--- config.mk ---
export PLATFORM = sky130hd
export DESIGN_NAME = ss_issue_stage
export DESIGN_NICKNAME = d
export VERILOG_FILES = /design/src/rtl/ss_pipe_pkg.sv /design/src/rtl/ss_pair_hazard.sv /design/src/rtl/ss_issue_stage.sv
export SDC_FILE = /design/constraint.sdc
export NUM_CORES = 1
export LEC_CHECK = 0
export CAP_MARGIN = 10
export CORE_AREA = 2 2 128 130
export DETAILED_ROUTE_END_ITERATION = 8
export DIE_AREA = 0 0 130 132
export GPL_ROUTABILITY_DRIVEN = 0
export PLACE_DENSITY = 0.87
export SYNTH_ARGS = -nofsm -noshare
export SYNTH_HDL_FRONTEND = slang
export SYNTH_HIERARCHICAL = 1
export SYNTH_SLANG_ARGS = --single-unit
--- constraint.sdc ---
create_clock -name clk -period 3.3 [get_ports clk]
set_input_delay 0.66 -clock clk [delete_from_list [all_inputs] [get_ports clk]]
set_output_delay 0.66 -clock clk [all_outputs]
set_load 0.1 [all_outputs]
--- src/rtl/ss_pipe_pkg.sv ---
// Shared types for the superscalar issue stage: register width, issue FSM
// states, the per-lane E-stage bundle and its bubble value.
// Optional feature macro: SS_ISSUE_WAW_SPLIT_EN (split same-destination pairs).
package ss_pipe_pkg;

  localparam int REG_AW    = 5;
  localparam int PAYLOAD_W = 64;

`ifdef SS_ISSUE_WAW_SPLIT_EN
  localparam logic WAW_SPLIT = 1'b1;
`else
  localparam logic WAW_SPLIT = 1'b0;
`endif

  typedef enum logic {
    PAIR = 1'b0,
    HALF = 1'b1
  } issue_state_e;

  typedef struct packed {
    logic                 valid;
    logic [REG_AW-1:0]    rs;
    logic [REG_AW-1:0]    rt;
    logic [REG_AW-1:0]    wreg;
    logic                 regwrite;
    logic                 memtoreg;
    logic [PAYLOAD_W-1:0] payload;
  } lane_t;

  localparam lane_t LANE_BUBBLE = '0;

  // True when an E-stage load will write src; register 0 never hazards.
  function automatic logic load_hit(input logic v, input logic m2r,
                                    input logic [REG_AW-1:0] wreg,
                                    input logic [REG_AW-1:0] src);
    return v & m2r & (wreg != '0) & (wreg == src);
  endfunction

endpackage

--- src/rtl/ss_pair_hazard.sv ---
// Combinational hazard classifier for the decode pair against the E lanes.
// With SS_ISSUE_WAW_SPLIT_EN defined, same-destination pairs also split.
module ss_pair_hazard
  import ss_pipe_pkg::*;
(
  input  logic              valid_e1,
  input  logic              memtoreg_e1,
  input  logic [REG_AW-1:0] wreg_e1,
  input  logic              valid_e2,
  input  logic              memtoreg_e2,
  input  logic [REG_AW-1:0] wreg_e2,
  input  logic [REG_AW-1:0] rs_d1,
  input  logic [REG_AW-1:0] rt_d1,
  input  logic [REG_AW-1:0] wreg_d1,
  input  logic              regwrite_d1,
  input  logic              memtoreg_d1,
  input  logic              memop_d1,
  input  logic [REG_AW-1:0] rs_d2,
  input  logic [REG_AW-1:0] rt_d2,
  input  logic [REG_AW-1:0] wreg_d2,
  input  logic              regwrite_d2,
  input  logic              memop_d2,
  output logic              load_use_all,
  output logic              load_use_s2,
  output logic              pair_conflict
);

  logic lu_s1;
  logic intra_load;
  logic waw;

  // Classify load-use per slot and the intra-pair conflicts.
  always_comb begin
    lu_s1 = load_hit(valid_e1, memtoreg_e1, wreg_e1, rs_d1) |
            load_hit(valid_e1, memtoreg_e1, wreg_e1, rt_d1) |
            load_hit(valid_e2, memtoreg_e2, wreg_e2, rs_d1) |
            load_hit(valid_e2, memtoreg_e2, wreg_e2, rt_d1);
    load_use_s2 = load_hit(valid_e1, memtoreg_e1, wreg_e1, rs_d2) |
                  load_hit(valid_e1, memtoreg_e1, wreg_e1, rt_d2) |
                  load_hit(valid_e2, memtoreg_e2, wreg_e2, rs_d2) |
                  load_hit(valid_e2, memtoreg_e2, wreg_e2, rt_d2);
    load_use_all = lu_s1 | load_use_s2;
    intra_load   = memtoreg_d1 & (wreg_d1 != '0) &
                   ((wreg_d1 == rs_d2) | (wreg_d1 == rt_d2));
    waw          = regwrite_d1 & regwrite_d2 & (wreg_d1 == wreg_d2) &
                   (wreg_d1 != '0);
    pair_conflict = (memop_d1 & memop_d2) | intra_load | (WAW_SPLIT & waw);
  end

endmodule

--- src/rtl/ss_issue_stage.sv ---
// Dual-issue D->E issue stage: PAIR/HALF issue FSM plus the two E-stage lane
// registers. Slot 1 only enters lane 1, slot 2 only lane 2.
// Optional feature macro: SS_ISSUE_WAW_SPLIT_EN (see ss_pair_hazard).
module ss_issue_stage
  import ss_pipe_pkg::*;
#(
  parameter int REG_AW    = ss_pipe_pkg::REG_AW,
  parameter int PAYLOAD_W = ss_pipe_pkg::PAYLOAD_W
) (
  input  logic                 clk,
  input  logic                 rst_n,
  input  logic                 InstrValidD,
  input  logic [REG_AW-1:0]    RsD1,
  input  logic [REG_AW-1:0]    RtD1,
  input  logic [REG_AW-1:0]    WriteRegD1,
  input  logic                 RegWriteD1,
  input  logic                 MemToRegD1,
  input  logic                 MemOpD1,
  input  logic [REG_AW-1:0]    RsD2,
  input  logic [REG_AW-1:0]    RtD2,
  input  logic [REG_AW-1:0]    WriteRegD2,
  input  logic                 RegWriteD2,
  input  logic                 MemToRegD2,
  input  logic                 MemOpD2,
  input  logic [PAYLOAD_W-1:0] PayloadD1,
  input  logic [PAYLOAD_W-1:0] PayloadD2,
  input  logic                 FlushE,
  output logic                 StallD,
  output logic                 ValidE1,
  output logic                 ValidE2,
  output logic [REG_AW-1:0]    Rd1e1,
  output logic [REG_AW-1:0]    Rd2e1,
  output logic [REG_AW-1:0]    Rd1e2,
  output logic [REG_AW-1:0]    Rd2e2,
  output logic [REG_AW-1:0]    WriteRegE1,
  output logic [REG_AW-1:0]    WriteRegE2,
  output logic                 RegWriteE1,
  output logic                 RegWriteE2,
  output logic                 MemToRegE1,
  output logic                 MemToRegE2,
  output logic [PAYLOAD_W-1:0] PayloadE1,
  output logic [PAYLOAD_W-1:0] PayloadE2
);

  issue_state_e state_q, state_d;
  lane_t        lane1_q, lane1_d, lane2_q, lane2_d;
  lane_t        slot1, slot2;
  logic         stall;
  logic         load_use_all, load_use_s2, pair_conflict;

  assign slot1 = '{valid: 1'b1, rs: RsD1, rt: RtD1, wreg: WriteRegD1,
                   regwrite: RegWriteD1, memtoreg: MemToRegD1, payload: PayloadD1};
  assign slot2 = '{valid: 1'b1, rs: RsD2, rt: RtD2, wreg: WriteRegD2,
                   regwrite: RegWriteD2, memtoreg: MemToRegD2, payload: PayloadD2};

  ss_pair_hazard u_hazard (
    .valid_e1      (lane1_q.valid),
    .memtoreg_e1   (lane1_q.memtoreg),
    .wreg_e1       (lane1_q.wreg),
    .valid_e2      (lane2_q.valid),
    .memtoreg_e2   (lane2_q.memtoreg),
    .wreg_e2       (lane2_q.wreg),
    .rs_d1         (RsD1),
    .rt_d1         (RtD1),
    .wreg_d1       (WriteRegD1),
    .regwrite_d1   (RegWriteD1),
    .memtoreg_d1   (MemToRegD1),
    .memop_d1      (MemOpD1),
    .rs_d2         (RsD2),
    .rt_d2         (RtD2),
    .wreg_d2       (WriteRegD2),
    .regwrite_d2   (RegWriteD2),
    .memop_d2      (MemOpD2),
    .load_use_all  (load_use_all),
    .load_use_s2   (load_use_s2),
    .pair_conflict (pair_conflict)
  );

  // Issue decision: flush beats every hazard; otherwise pick lanes per state.
  always_comb begin
    state_d = state_q;
    lane1_d = LANE_BUBBLE;
    lane2_d = LANE_BUBBLE;
    stall   = 1'b0;
    if (FlushE) begin
      state_d = PAIR;
    end else begin
      case (state_q)
        PAIR: begin
          if (InstrValidD) begin
            if (load_use_all) begin
              stall = 1'b1;
            end else if (pair_conflict) begin
              lane1_d = slot1;
              stall   = 1'b1;
              state_d = HALF;
            end else begin
              lane1_d = slot1;
              lane2_d = slot2;
            end
          end
        end
        HALF: begin
          if (load_use_s2) begin
            stall = 1'b1;
          end else begin
            lane2_d = slot2;
            state_d = PAIR;
          end
        end
        default: state_d = PAIR;
      endcase
    end
  end

  // State and E-stage lane registers; reset drops any pending slot 2.
  always_ff @(posedge clk or negedge rst_n) begin
    if (!rst_n) begin
      state_q <= PAIR;
      lane1_q <= LANE_BUBBLE;
      lane2_q <= LANE_BUBBLE;
    end else begin
      state_q <= state_d;
      lane1_q <= lane1_d;
      lane2_q <= lane2_d;
    end
  end

  assign StallD     = stall & rst_n;
  assign ValidE1    = lane1_q.valid;
  assign ValidE2    = lane2_q.valid;
  assign Rd1e1      = lane1_q.rs;
  assign Rd2e1      = lane1_q.rt;
  assign Rd1e2      = lane2_q.rs;
  assign Rd2e2      = lane2_q.rt;
  assign WriteRegE1 = lane1_q.wreg;
  assign WriteRegE2 = lane2_q.wreg;
  assign RegWriteE1 = lane1_q.regwrite;
  assign RegWriteE2 = lane2_q.regwrite;
  assign MemToRegE1 = lane1_q.memtoreg;
  assign MemToRegE2 = lane2_q.memtoreg;
  assign PayloadE1  = lane1_q.payload;
  assign PayloadE2  = lane2_q.payload;

endmodule
==> impl_metrics.json, run 1 <==
{
  "status": "finished, final reports clean",
  "nFillCells": 1223,
  "die_h_um": 132,
  "clockPowerShare": 0.365,
  "portBuffers": 332,
  "dpl_cell_area_um2": 9220,
  "powerDensity_nw_per_um2": 541,
  "p_sw_w": 0.00173,
  "worstSkewPairLatency_ps": 420,
  "wire_per_inst_um": 16.4,
  "synth-edff-count": 0,
  "vias_per_cell": 4.36,
  "combPwrFrac": 0.232,
  "grt_max_degree": 166,
  "grt_pass1_wl_um": 25200,
  "std_cell_rows": 46,
  "fp.dieW_um": 130,
  "crit_fanout": 3,
  "globalRouteMet2Util": 0.344,
  "avgSynthCellArea_um2": 13.4,
  "clock_skew_ps": 10.1,
  "cts_sinks": 165,
  "drv_cap": 0,
  "core_area_um2": 15700,
  "power.leakage_nw": 4.92,
  "fmax_mhz": 315,
  "yosysWarnings": 6,
  "area_growth_pct": 64.5,
  "ioPinCount": 333,
  "ys.flop_type": "dfrtp_1",
  "grt_usage": 0.195,
  "overflow": 0,
  "synth_async_sr_flop_share": 1.00,
  "grtUsageMet1": 0.211,
  "dr_total_vias": 4443,
  "dpl.hpwl_um": 12400,
  "cts_buffers": 17,
  "diodes": 0,
  "drcViolationCount": 0,
  "seqPwrFrac": 0.403,
  "syn_area_um2": 6000,
  "sw_frac_of_total": 0.323,
  "arrival_ps": 2520,
  "nets": 957,
  "cp-start-kind": "input port",
  "slew_headroom": 0.379,
  "finalSetupViolations": 0,
  "period_share": 0.963,
  "clockBufferDepth": 2,
  "grtUsageMet3": 0.0722,
  "detail-route-antenna-nets": 0,
  "initialDrtViolationCount": 157,
  "worst_setup_path_end_kind": "output port",
  "busiest_layer": "met2",
  "cts_root_buf": "clkbuf_16",
  "cts.htree.levels": 4,
  "drv_slew": 0,
  "synth_cell_types": 28,
  "hold_viol": 0,
  "worst_slack_ps": 123,
  "cts_tree": "yes",
  "post-place-ws_ps": -123,
  "synth-seq-area-share": 0.688,
  "fp.dieArea_um2": 17200,
  "start_util": 0.382,
  "ys_ff_latch": 165,
  "multi_input_area_um2": 1790,
  "final_area_um2": 9880,
  "grt_pass1_vias": 4721,
  "syn_inst": 448,
  "totalWireLength_um": 16700,
  "firstDrtPassIters": 4,
  "clkSlewWorstSetupHoldPaths_ps": 60,
  "ctsHoldBuffers": 0,
  "tightest_slew_ps": 932,
  "rsz0062_at_grt": "no",
  "reg2reg_slack_ps": 450,
  "drive_above_1_share": 0.292,
  "cp.required_ps": 2640,
  "synth_nets": 616,
  "regArea_um2": 4130,
  "period_needed_ps": 3180,
  "p_int_w": 0.00362,
  "ir_drop_uv": 341,
  "crit_type": "input port to output port",
  "min_path_type": "input port to async pin",
  "antenna_found_initial": 0
}
layer usage:
| metal | wire [µm] | vias to the layer above |
|---|---|---|
| li1 | - | 2071 |
| met3 | 1510 | 28 |
| met4 | 393 | 0 |
| met1 | 6010 | 2115 |
| met5 | 0 | - |
| met2 | 8740 | 229 |
cell usage after synthesis (3+ instances only):
master    instances  area, µm²
clkbuf_1          9       33.8
clkbuf_2          8       40.0
and2_1          162       1010
o21ai_0           3       15.0
buf_2             6       30.0
xnor2_1          29        254
buf_6             3       33.8
nand3_1           9       45.0
xor2_1           21        184
dfrtp_1         165       4130
nor3_1           10       50.1
final cells by class:
type / count / share of cell area
Clock buffer: 19 / 0.0438
Tap cell: 216 / 0.0274
Multi-Input combinational cell: 255 / 0.181
Timing Repair Buffer: 349 / 0.314
Sequential cell: 165 / 0.418
Inverter: 1 / 0.000380
Clock inverter: 13 / 0.0151
flip-flops by register name (all words and copies together) (netlist names):
signal / count
ValidE1: 1
MemToRegE1: 1
PayloadE1: 64
Rd1e1: 5
ValidE2: 1
Rd1e2: 5
RegWriteE1: 1
state_q: 1
RegWriteE2: 1
PayloadE2: 64
Rd2e2: 5
WriteRegE2: 5
WriteRegE1: 5
Rd2e1: 5
MemToRegE2: 1
power groups by stage:
stage	clock network, W	logic (W)	registers [W]
2_1_floorplan	0	0.000160	0.00281
3_3_place_gp	0	0.00123	0.00219
3_5_place_dp	0	0.00124	0.00219
4_1_cts	0.00200	0.00125	0.00215
5_1_grt	0.00208	0.00129	0.00216
6_report	0.00195	0.00124	0.00215
worst paths after layout:
path                       depth (start not counted)            end     startpoint
max                                               10         StallD        RsD1[4]
min                                                2       Rd1e1[0]          rst_n
max reg2reg                                        8     RegWriteE2  WriteRegE1[3]
min reg2reg                                        1        state_q        state_q
max in group asynchronous                          2  WriteRegE1[0]          rst_n
min in group clk                                   2       Rd2e1[2]        RtD1[2]
worst max-delay path, cell delays in order:
cell and delay [ps]:
clkdlybuf4s50_1 540, xnor2_1 140, nand3_1 100, nor3_2 160, nor4_1 70, o22ai_1 230, o21ai_1 100, o21ai_1 120
and3_4 210, buf_12 170
per-stage QoR:
step	std cells	util	TNS, ps	total power [W]	hold WS (ps)
6_report	1018	0.629	0	0.00534	344
5_1_grt	1018	0.629	0	0.00553	461
4_1_cts	1017	0.625	0	0.00539	447
3_5_place_dp	985	0.587	-3980	0.00343	634
3_3_place_gp	985	0.587	-57.9	0.00342	611
2_1_floorplan	448	-	0	0.00297	364
cell families after synthesis:
logic type,count (synthesis),share of synthesized area
xor gates and xnor gates,50,0.0729
and+or+nand+nor,194,0.199
buffers and inverters,28,0.0248
AOI/OAI and AO/OA,11,0.0150
DFF,165,0.688
repair_timing:
| item | in CTS | in global routing |
|---|---|---|
| gates resized for setup | 13 | 16 |
| pin swaps | 1 | 5 |
| buffers inserted | 0 | 1 |
| setup endpoints to repair | 1 | 1 |
cell usage in the layout, fill, tap and decap left out, types with 2 or more instances in the layout:
master | synthesis | layout
nand3_1 | 9 | 9
nor2_1 | 2 | 2
o21ai_1 | 1 | 2
clkbuf_1 | 9 | 2
nor4_1 | 2 | 2
nor3_2 | 0 | 7
clkinvlp_4 | 0 | 3
buf_12 | 0 | 4
clkinv_4 | 0 | 3
inv_6 | 0 | 4
or4_4 | 2 | 3
dfrtp_2 | 0 | 3
dlymetal6s2s_1 | 0 | 7
dlygate4sd2_1 | 0 | 7
clkbuf_16 | 0 | 17
clkdlybuf4s50_1 | 0 | 152
o211ai_2 | 2 | 2
nor3_1 | 10 | 3
bufinv_16 | 0 | 2
o22ai_1 | 2 | 2
dfrtp_1 | 165 | 162
xor2_1 | 21 | 20
buf_4 | 1 | 178
o21ai_2 | 0 | 2
nand2_1 | 2 | 2
and2_1 | 162 | 162
xnor2_1 | 29 | 29
Power figures use the tool's default switching activity.
==> run 2: changes to the inputs <==
--- a/config.mk
+++ b/config.mk
@@ -11,6 +11,7 @@
 export DIE_AREA = 0 0 130 132
 export GPL_ROUTABILITY_DRIVEN = 0
 export PLACE_DENSITY = 0.87
+export SLEW_MARGIN = 20
 export SYNTH_ARGS = -nofsm -noshare
 export SYNTH_HDL_FRONTEND = slang
 export SYNTH_HIERARCHICAL = 1
==> results of run 2 <==
The final DEF is identical to that of run 1; final timing and power are the same.
